File: src/rtl/uart_rx.sv
// uart_rx: 8N1 UART receiver with a valid/ready holding register.
// The serial line is synchronised into the clk domain and bit timing is
// re-derived from each start edge with a local baud counter.
// Optional feature: define UART_RX_PARITY_EN to insert an even-parity bit
// between the data bits and the stop bit. Without it, o_parity_err is tied to 0.

module uart_rx #(
    parameter int CLKS_PER_BIT = 500,
    parameter int SYNC_STAGES  = 2
) (
    input  logic       i_clk,
    input  logic       i_reset,
    input  logic       i_rx,
    output logic [7:0] o_rx_data,
    output logic       o_rx_valid,
    input  logic       i_rx_ready,
    output logic       o_frame_err,
    output logic       o_overrun,
    output logic       o_parity_err,
    output logic       o_busy
);

    localparam int CW = $clog2(CLKS_PER_BIT);
    localparam logic [CW-1:0] LP_BIT_LAST  = CW'(CLKS_PER_BIT - 1);
    // The edge-detect cycle and the IDLE->START cycle already cover two of
    // the half-bit cycles, so START compares against half-2.
    localparam logic [CW-1:0] LP_HALF_LAST = CW'((CLKS_PER_BIT / 2) - 2);

    typedef enum logic [2:0] {
        ST_IDLE   = 3'd0,
        ST_START  = 3'd1,
        ST_DATA   = 3'd2,
`ifdef UART_RX_PARITY_EN
        ST_PARITY = 3'd3,
`endif
        ST_STOP   = 3'd4
    } state_t;

    logic [SYNC_STAGES-1:0] r_sync;
    logic                   r_rx_prev;
    logic                   w_rx_s;
    logic                   w_fall;
    logic                   w_bit_tick;

    state_t                 r_state;
    logic [CW-1:0]          r_cnt;
    logic [2:0]             r_bit_idx;
    logic [7:0]             r_shift;
    logic                   r_stop_seen;
    logic                   r_stop_bit;

    logic [7:0]             r_rx_data;
    logic                   r_rx_valid;
    logic                   r_frame_err;
    logic                   r_overrun;
    logic                   r_busy;

`ifdef UART_RX_PARITY_EN
    logic                   r_par_bad;
    logic                   r_parity_err;

    // Even parity: the parity bit makes the total count of ones even.
    function automatic logic even_parity(input logic [7:0] d);
        return ^d;
    endfunction

    assign o_parity_err = r_parity_err;
`else
    assign o_parity_err = 1'b0;
`endif

    assign w_rx_s     = r_sync[SYNC_STAGES-1];
    assign w_fall     = r_rx_prev & ~w_rx_s;
    assign w_bit_tick = (r_cnt == LP_BIT_LAST);

    assign o_rx_data   = r_rx_data;
    assign o_rx_valid  = r_rx_valid;
    assign o_frame_err = r_frame_err;
    assign o_overrun   = r_overrun;
    assign o_busy      = r_busy;

    // Metastability synchroniser for rx plus a delayed copy for edge detection.
    always_ff @(posedge i_clk or negedge i_reset) begin
        if (!i_reset) begin
            r_sync    <= '1;
            r_rx_prev <= 1'b1;
        end else begin
            r_sync    <= {r_sync[SYNC_STAGES-2:0], i_rx};
            r_rx_prev <= w_rx_s;
        end
    end

    // Receive FSM, baud counter, deframing and the output holding register.
    always_ff @(posedge i_clk or negedge i_reset) begin
        if (!i_reset) begin
            r_state     <= ST_IDLE;
            r_cnt       <= '0;
            r_bit_idx   <= 3'd0;
            r_shift     <= 8'h00;
            r_stop_seen <= 1'b0;
            r_stop_bit  <= 1'b0;
            r_rx_data   <= 8'h00;
            r_rx_valid  <= 1'b0;
            r_frame_err <= 1'b0;
            r_overrun   <= 1'b0;
            r_busy      <= 1'b0;
`ifdef UART_RX_PARITY_EN
            r_par_bad    <= 1'b0;
            r_parity_err <= 1'b0;
`endif
        end else begin
            // Error flags are single-cycle pulses.
            r_frame_err <= 1'b0;
            r_overrun   <= 1'b0;
`ifdef UART_RX_PARITY_EN
            r_parity_err <= 1'b0;
`endif
            // Consumer handshake; a simultaneous load below overrides this.
            if (r_rx_valid && i_rx_ready) begin
                r_rx_valid <= 1'b0;
            end else begin
                r_rx_valid <= r_rx_valid;
            end

            case (r_state)
                ST_IDLE: begin
                    r_cnt       <= '0;
                    r_stop_seen <= 1'b0;
`ifdef UART_RX_PARITY_EN
                    r_par_bad   <= 1'b0;
`endif
                    if (w_fall) begin
                        r_state <= ST_START;
                        r_busy  <= 1'b1;
                    end else begin
                        r_busy  <= 1'b0;
                    end
                end

                ST_START: begin
                    if (r_cnt == LP_HALF_LAST) begin
                        r_cnt <= '0;
                        if (w_rx_s) begin
                            // Line went back high before mid-start: glitch.
                            r_state <= ST_IDLE;
                            r_busy  <= 1'b0;
                        end else begin
                            r_state   <= ST_DATA;
                            r_bit_idx <= 3'd0;
                        end
                    end else begin
                        r_cnt <= r_cnt + CW'(1);
                    end
                end

                ST_DATA: begin
                    if (w_bit_tick) begin
                        r_cnt              <= '0;
                        r_shift[r_bit_idx] <= w_rx_s;
                        if (r_bit_idx == 3'd7) begin
`ifdef UART_RX_PARITY_EN
                            r_state <= ST_PARITY;
`else
                            r_state <= ST_STOP;
`endif
                        end else begin
                            r_bit_idx <= r_bit_idx + 3'd1;
                        end
                    end else begin
                        r_cnt <= r_cnt + CW'(1);
                    end
                end

`ifdef UART_RX_PARITY_EN
                ST_PARITY: begin
                    if (w_bit_tick) begin
                        r_cnt     <= '0;
                        r_par_bad <= (w_rx_s != even_parity(r_shift));
                        r_state   <= ST_STOP;
                    end else begin
                        r_cnt <= r_cnt + CW'(1);
                    end
                end
`endif

                ST_STOP: begin
                    if (r_stop_seen) begin
                        // Stop bit was sampled last cycle: resolve the frame.
                        r_state     <= ST_IDLE;
                        r_busy      <= 1'b0;
                        r_stop_seen <= 1'b0;
`ifdef UART_RX_PARITY_EN
                        if (r_par_bad) begin
                            r_parity_err <= 1'b1;
                        end else
`endif
                        if (!r_stop_bit) begin
                            r_frame_err <= 1'b1;
                        end else if (r_rx_valid && !i_rx_ready) begin
                            r_overrun <= 1'b1;
                        end else begin
                            r_rx_data  <= r_shift;
                            r_rx_valid <= 1'b1;
                        end
                    end else if (w_bit_tick) begin
                        r_cnt       <= '0;
                        r_stop_seen <= 1'b1;
                        r_stop_bit  <= w_rx_s;
                    end else begin
                        r_cnt <= r_cnt + CW'(1);
                    end
                end

                default: begin
                    r_state <= ST_IDLE;
                    r_cnt   <= '0;
                    r_busy  <= 1'b0;
                end
            endcase
        end
    end

endmodule

File: config.mk
export PLATFORM = sky130hd
export DESIGN_NAME = uart_rx
export DESIGN_NICKNAME = d
export VERILOG_FILES = /design/src/rtl/uart_rx.sv
export SDC_FILE = /design/constraint.sdc
export NUM_CORES = 1
export LEC_CHECK = 0
export ABC_AREA = 1
export BUFFER_PORTS_ARGS = -buffer_cell sky130_fd_sc_hd__buf_2
export CORE_MARGIN = 2
export CORE_UTILIZATION = 40
export CTS_BUF_LIST = sky130_fd_sc_hd__clkbuf_2 sky130_fd_sc_hd__clkbuf_4 sky130_fd_sc_hd__clkbuf_8
export CTS_CLUSTER_DIAMETER = 100
export CTS_CLUSTER_SIZE = 8
export DETAILED_ROUTE_END_ITERATION = 8
export PLACE_DENSITY_LB_ADDON = 0.05
export SLEW_MARGIN = 20
export SYNTH_ARGS = -nofsm -noshare
export SYNTH_HDL_FRONTEND = slang
export SYNTH_SLANG_ARGS = --single-unit
File: constraint.sdc
create_clock -name i_clk -period 1.9 [get_ports i_clk]
set_clock_uncertainty 0.15 [all_clocks]
set_input_delay 0.095 -clock i_clk [delete_from_list [all_inputs] [get_ports i_clk]]
set_output_delay 0.095 -clock i_clk [all_outputs]
set_load 0.02 [all_outputs]
Yosys cells after proc, flatten, opt, wreduce, memory -nomap -nowiden --
Cells that the tools add are included.
Word-level totals: register bits after elaboration 40, word-level logic and storage cells 89, output and inout port bits 13, input port bits 4
Operators by class: add/subtract/negate cells 2, multiplexer cells 39, reduce and logical (&&, ||, !) cells 13, eq/ne operators 15, $lt $le $gt $ge 2, bitwise logic cells 5
Operators with widths (count):
- $mux W3 | 9
- $mux W9 | 3
- $pmux W9 S3 | 1
- $mux W1 | 19
- $ne A2 B2 Y1 const B | 9
- $pmux W3 S4 | 1
- $reduce_and A5 Y1 | 2
- $add A9 B1 Y9 const B | 1
- $eq A9 B8 Y1 const B | 1
- $eq A9 B9 Y1 const B | 1
- $bwmux W8 | 1
- $reduce_and A4 Y1 | 2
- $eq A3 B3 Y1 const B | 2
- $pmux W3 S2 | 1
- $lt A3 B4 Y1 const B | 1
- $not A1 Y1 | 4
- $pmux W1 S4 | 1
- $reduce_bool A2 Y1 | 2
- $add A3 B1 Y3 const B | 1
- $demux W1 S3 | 1
- $eq A3 B1 Y1 const B | 1
- $eq A3 B2 Y1 const B | 1
- $ge A3 B1 Y1 const B | 1
- $logic_and A1 B1 Y1 | 3
- other kinds (7) | 7

Depth between registers and ports, before layout --
word-level depth 6, depth in mapped cells 10, depth with buffers taken out 9

Worst setup path after synthesis --
OpenSTA, ideal clock, no wires.
path kind flip-flop to flip-flop, start register r_state[0], end register r_rx_data[0], in the netlist o_rx_data[0], path buffers 1, period minus slack after synthesis 1504 ps, required time 1624 ps, arrival time 1228 ps, library setup time 126 ps, setup slack 396 ps, stages on the path, launching flop included 8, path through dfrtp_1 nor2_4 nand2_2 nor2_4 inv_2 nor3_4 buf_6 o21ai_0
On the way: cells in the longest elaborated chain, start to end 2
RTL lines:
- start, declared | RTL line 45 | state_t r_state;
- start signal, assigned | RTL line 96 | r_state <= ST_IDLE;
- start signal, assigned | RTL line 133 | r_state <= ST_START;
- start signal, assigned | RTL line 145 | r_state <= ST_IDLE;
- $eq A3 B3 Y1 | RTL line 125 | case (r_state)
- $reduce_and A4 Y1 (no line)
- end signal, assigned | RTL line 202 | r_rx_data <= r_shift;
- end, declared | RTL line 52 | logic [7:0] r_rx_data;
Every way passes these cells. A chain may end at the register's enable or synchronous reset.

Worst setup path after layout --
start register r_state[0], end register r_rx_data[1], in the netlist o_rx_data[1]
Same word-level chain as after synthesis.

==> results.py <==
metrics = {
    "run_status": {
        "outcome": "completed",
    },
    "sta": {
        "setup_violations": 0,
        "timing.hold.ws_ns": 0.104,
        "timing.final.hold_violations": 0,
        "maxSlewViolCount": 0,
        "finalCritPeriodShare_pct": 88.8,
        "layout_setup_ws_ns": 0.212,
        "clock.fmax_mhz": 592,
        "setup_tns_ns": 0,
        "fin_crit_ns": 1.69,
        "rsz0062_at_grt": "false",
    },
    "cts": {
        "cts_setup_buffers": 0,
        "clockBufferDepth": 2,
        "path_clk_slew_ns": 0.08,
        "worstSkewPairLatency_ns": 0.30,
        "clock_sink_count": 40,
        "h-tree-depth": 2,
        "cts_tree": "built",
        "numCtsBuffers": 5,
        "root_buffer": "clkbuf_8",
    },
    "final_layout": {
        "area_growth_pct": 13.4,
        "layout_commonest_cell": "nand2_1",
        "fill_cells": 536,
        "fin_nets": 285,
        "drive_above_1_share_pct": 17.3,
        "diodes": 0,
        "final_cell_mix": "nand2_1, inv_1, dfrtp_1",
    },
    "global_route": {
        "met3_usage_pct": 4.37,
        "grt_pass1_vias": 1382,
        "globalRouteMet1Util_pct": 23.6,
        "met2_usage_pct": 22.8,
        "grt_busiest_layer": "met1",
        "antenna_found_initial": 0,
        "grt-ovfl-total": 0,
        "grtUsageTotal_pct": 16.0,
        "grt_max_degree": 21,
        "grt_pass1_wl_mm": 6.78,
    },
    "placed_design": {
        "place_ws_ns": 0.150,
        "place_congestion": 0.821,
        "dp_hpwl_mm": 2.90,
        "port_buffers": 15,
    },
    "route": {
        "wl_per_cell_um": 11.3,
        "first_pass_iters": 4,
        "viasPerCell": 4.55,
        "vias": 1582,
        "ant_nets": 0,
        "first_iter_violations": 104,
        "drc": 0,
        "drt_wl_total_mm": 3.94,
    },
    "logic_synthesis": {
        "synth.yosys.seq_area_share_pct": 49.0,
        "ys_warn_count": 0,
        "yosysUniqueCellTypes": 25,
        "yosys_register_bits": 40,
        "syn_area_mm2": 0.00205,
        "syn-num-nets": 261,
        "syn_inst": 253,
        "avgSynthCellArea_um2": 8.10,
    },
    "power_and_ir_drop": {
        "p_switching_mw": 0.737,
        "p_comb_share_pct": 25.5,
        "ir_drop_mv": 0.490,
        "p_per_area_mw_per_mm2": 923,
        "power_frac_clock_pct": 28.4,
        "p_sw_share_pct": 34.4,
        "leakage_nw": 1.23,
        "intPower_mw": 1.41,
        "pwr-share-seq_pct": 46.1,
        "total_power_mw": 2.14,
    },
    "setup_path": {
        "cp.required_ns": 1.93,
        "crit_chain": "nor2_4 -> nand2_2 -> nor2_4 -> inv_2 -> nor3_4 -> buf_4 -> o21ai_0",
        "cpPeakStageDelay_ns": 0.43,
        "arrival_ns": 1.72,
        "cp_slowest_cell": "dfrtp_1",
        "cp-end-kind": "flop",
        "setup.worst_path.start_class": "flop",
        "path_class": "reg2reg",
        "cp_max_fo": 20,
        "cpMostUsedCell": "nor2_4",
    },
    "die": {
        "die_h_um": 75.6,
        "die-area_mm2": 0.00571,
        "ios": 17,
        "coreArea_mm2": 0.00501,
        "initial_utilization_pct": 40.9,
        "rows": 26,
        "die_width_um": 75.6,
    },
    "run": {
        "drv_cap": 0,
    },
    "hold_path": {
        "hold_class": "in2async",
    },
}
[state kept, by name (all words and copies together), names as in the netlist, 2 cells and up]
name and cells:
r_cnt 9, o_rx_data 8, r_shift 8, r_bit_idx 3, r_state 3, r_sync 2
[final cells by class]
type                            count  area (um2)  share of cell area, %
Inverter                           51         191                   8.24
Tap cell                           70        87.6                   3.77
Sequential cell                    40        1000                   43.2
Clock inverter                      1        7.51                  0.323
Multi-Input combinational cell    157         807                   34.7
Timing Repair Buffer               22         135                   5.82
Clock buffer                        7        90.1                   3.88
[synth_stat cells]
| cell type | count | area share (%) |
|---|---|---|
| nand4_1 | 10 | 3.1 |
| dfstp_2 | 3 | 3.8 |
| nand2_1 | 66 | 12 |
| inv_1 | 49 | 9.0 |
| clkinv_1 | 1 | 0.18 |
| o21ai_0 | 17 | 4.2 |
| nand3_1 | 17 | 4.2 |
| nor3_4 | 1 | 0.79 |
| nor2_1 | 12 | 2.2 |
| nand3_2 | 2 | 0.98 |
| a31oi_1 | 1 | 0.31 |
| inv_2 | 1 | 0.18 |
| o21bai_1 | 6 | 2.2 |
| o21ai_2 | 2 | 0.85 |
| buf_6 | 3 | 1.6 |
| nand2_2 | 4 | 1.2 |
| nor2_2 | 3 | 0.92 |
| nand3b_1 | 1 | 0.37 |
| nor2_4 | 3 | 1.6 |
| conb_1 | 1 | 0.18 |
| nor3_1 | 3 | 0.73 |
| a21oi_1 | 4 | 0.98 |
| ha_1 | 4 | 2.4 |
| buf_4 | 2 | 0.73 |
| dfrtp_1 | 37 | 45 |
[path summary, 6_finish.rpt]
check                           start           end  slack, ns  depth (start not counted)
hold reg to reg             r_sync[0]     r_sync[1]       0.21                          0
setup / recovery           r_state[0]  o_rx_data[1]       0.21                          7
min in group i_clk          r_sync[0]     r_sync[1]       0.21                          0
max in group asynchronous     i_reset     r_rx_prev       0.89                          3
hold / removal                i_reset      r_cnt[4]       0.10                          2
setup reg to reg           r_state[0]  o_rx_data[1]       0.21                          7
[routing by layer]
layer / share of wire, % / up-vias
met3: 4.5 / 7
met2: 42 / 31
li1: - / 832
met4: 1.4 / 0
met5: 0 / -
met1: 52 / 712
[power by group through the flow]
stage | registers (mW) | clock network (mW) | logic (mW)
4_1_cts | 0.988 | 0.631 | 0.549
3_5_place_dp | 1.00 | 0 | 0.543
6_report | 0.988 | 0.610 | 0.546
2_1_floorplan | 1.02 | 0 | 0.383
3_3_place_gp | 1.00 | 0 | 0.548
5_1_grt | 0.999 | 0.675 | 0.630
[kinds of logic after synthesis]
logic type	share of synthesized area, %
flops	49.0
buf+inv	11.7
simple gates	28.1
fa+ha+maj	2.44
other cells	0.183
compound gates	8.49
[metrics by stage]
stage	instance area, um2	instances	utilization [%]
6_report	2320	348	46.4
5_1_grt	2320	348	46.4
4_1_cts	2320	348	46.3
3_5_place_dp	2190	337	43.8
3_3_place_gp	2190	337	43.8
2_1_floorplan	2050	253	-
[worst max-delay path, delay by kind of cell (launching register included)]
family / cells / cell delay [ns]
AO/OA/AOI/OAI: 1 / 0.10
buffers and inverters: 2 / 0.38
flip-flops: 1 / 0.43
AND/OR/NAND/NOR: 4 / 0.52
[repair_timing]
action                     in CTS  in global routing
resized for setup               0                  2
setup endpoints to repair       0                  9
hold buffers                    3                  0
hold endpoints to repair       40                  0
Note: power is estimated with default switching activity, not from simulation.
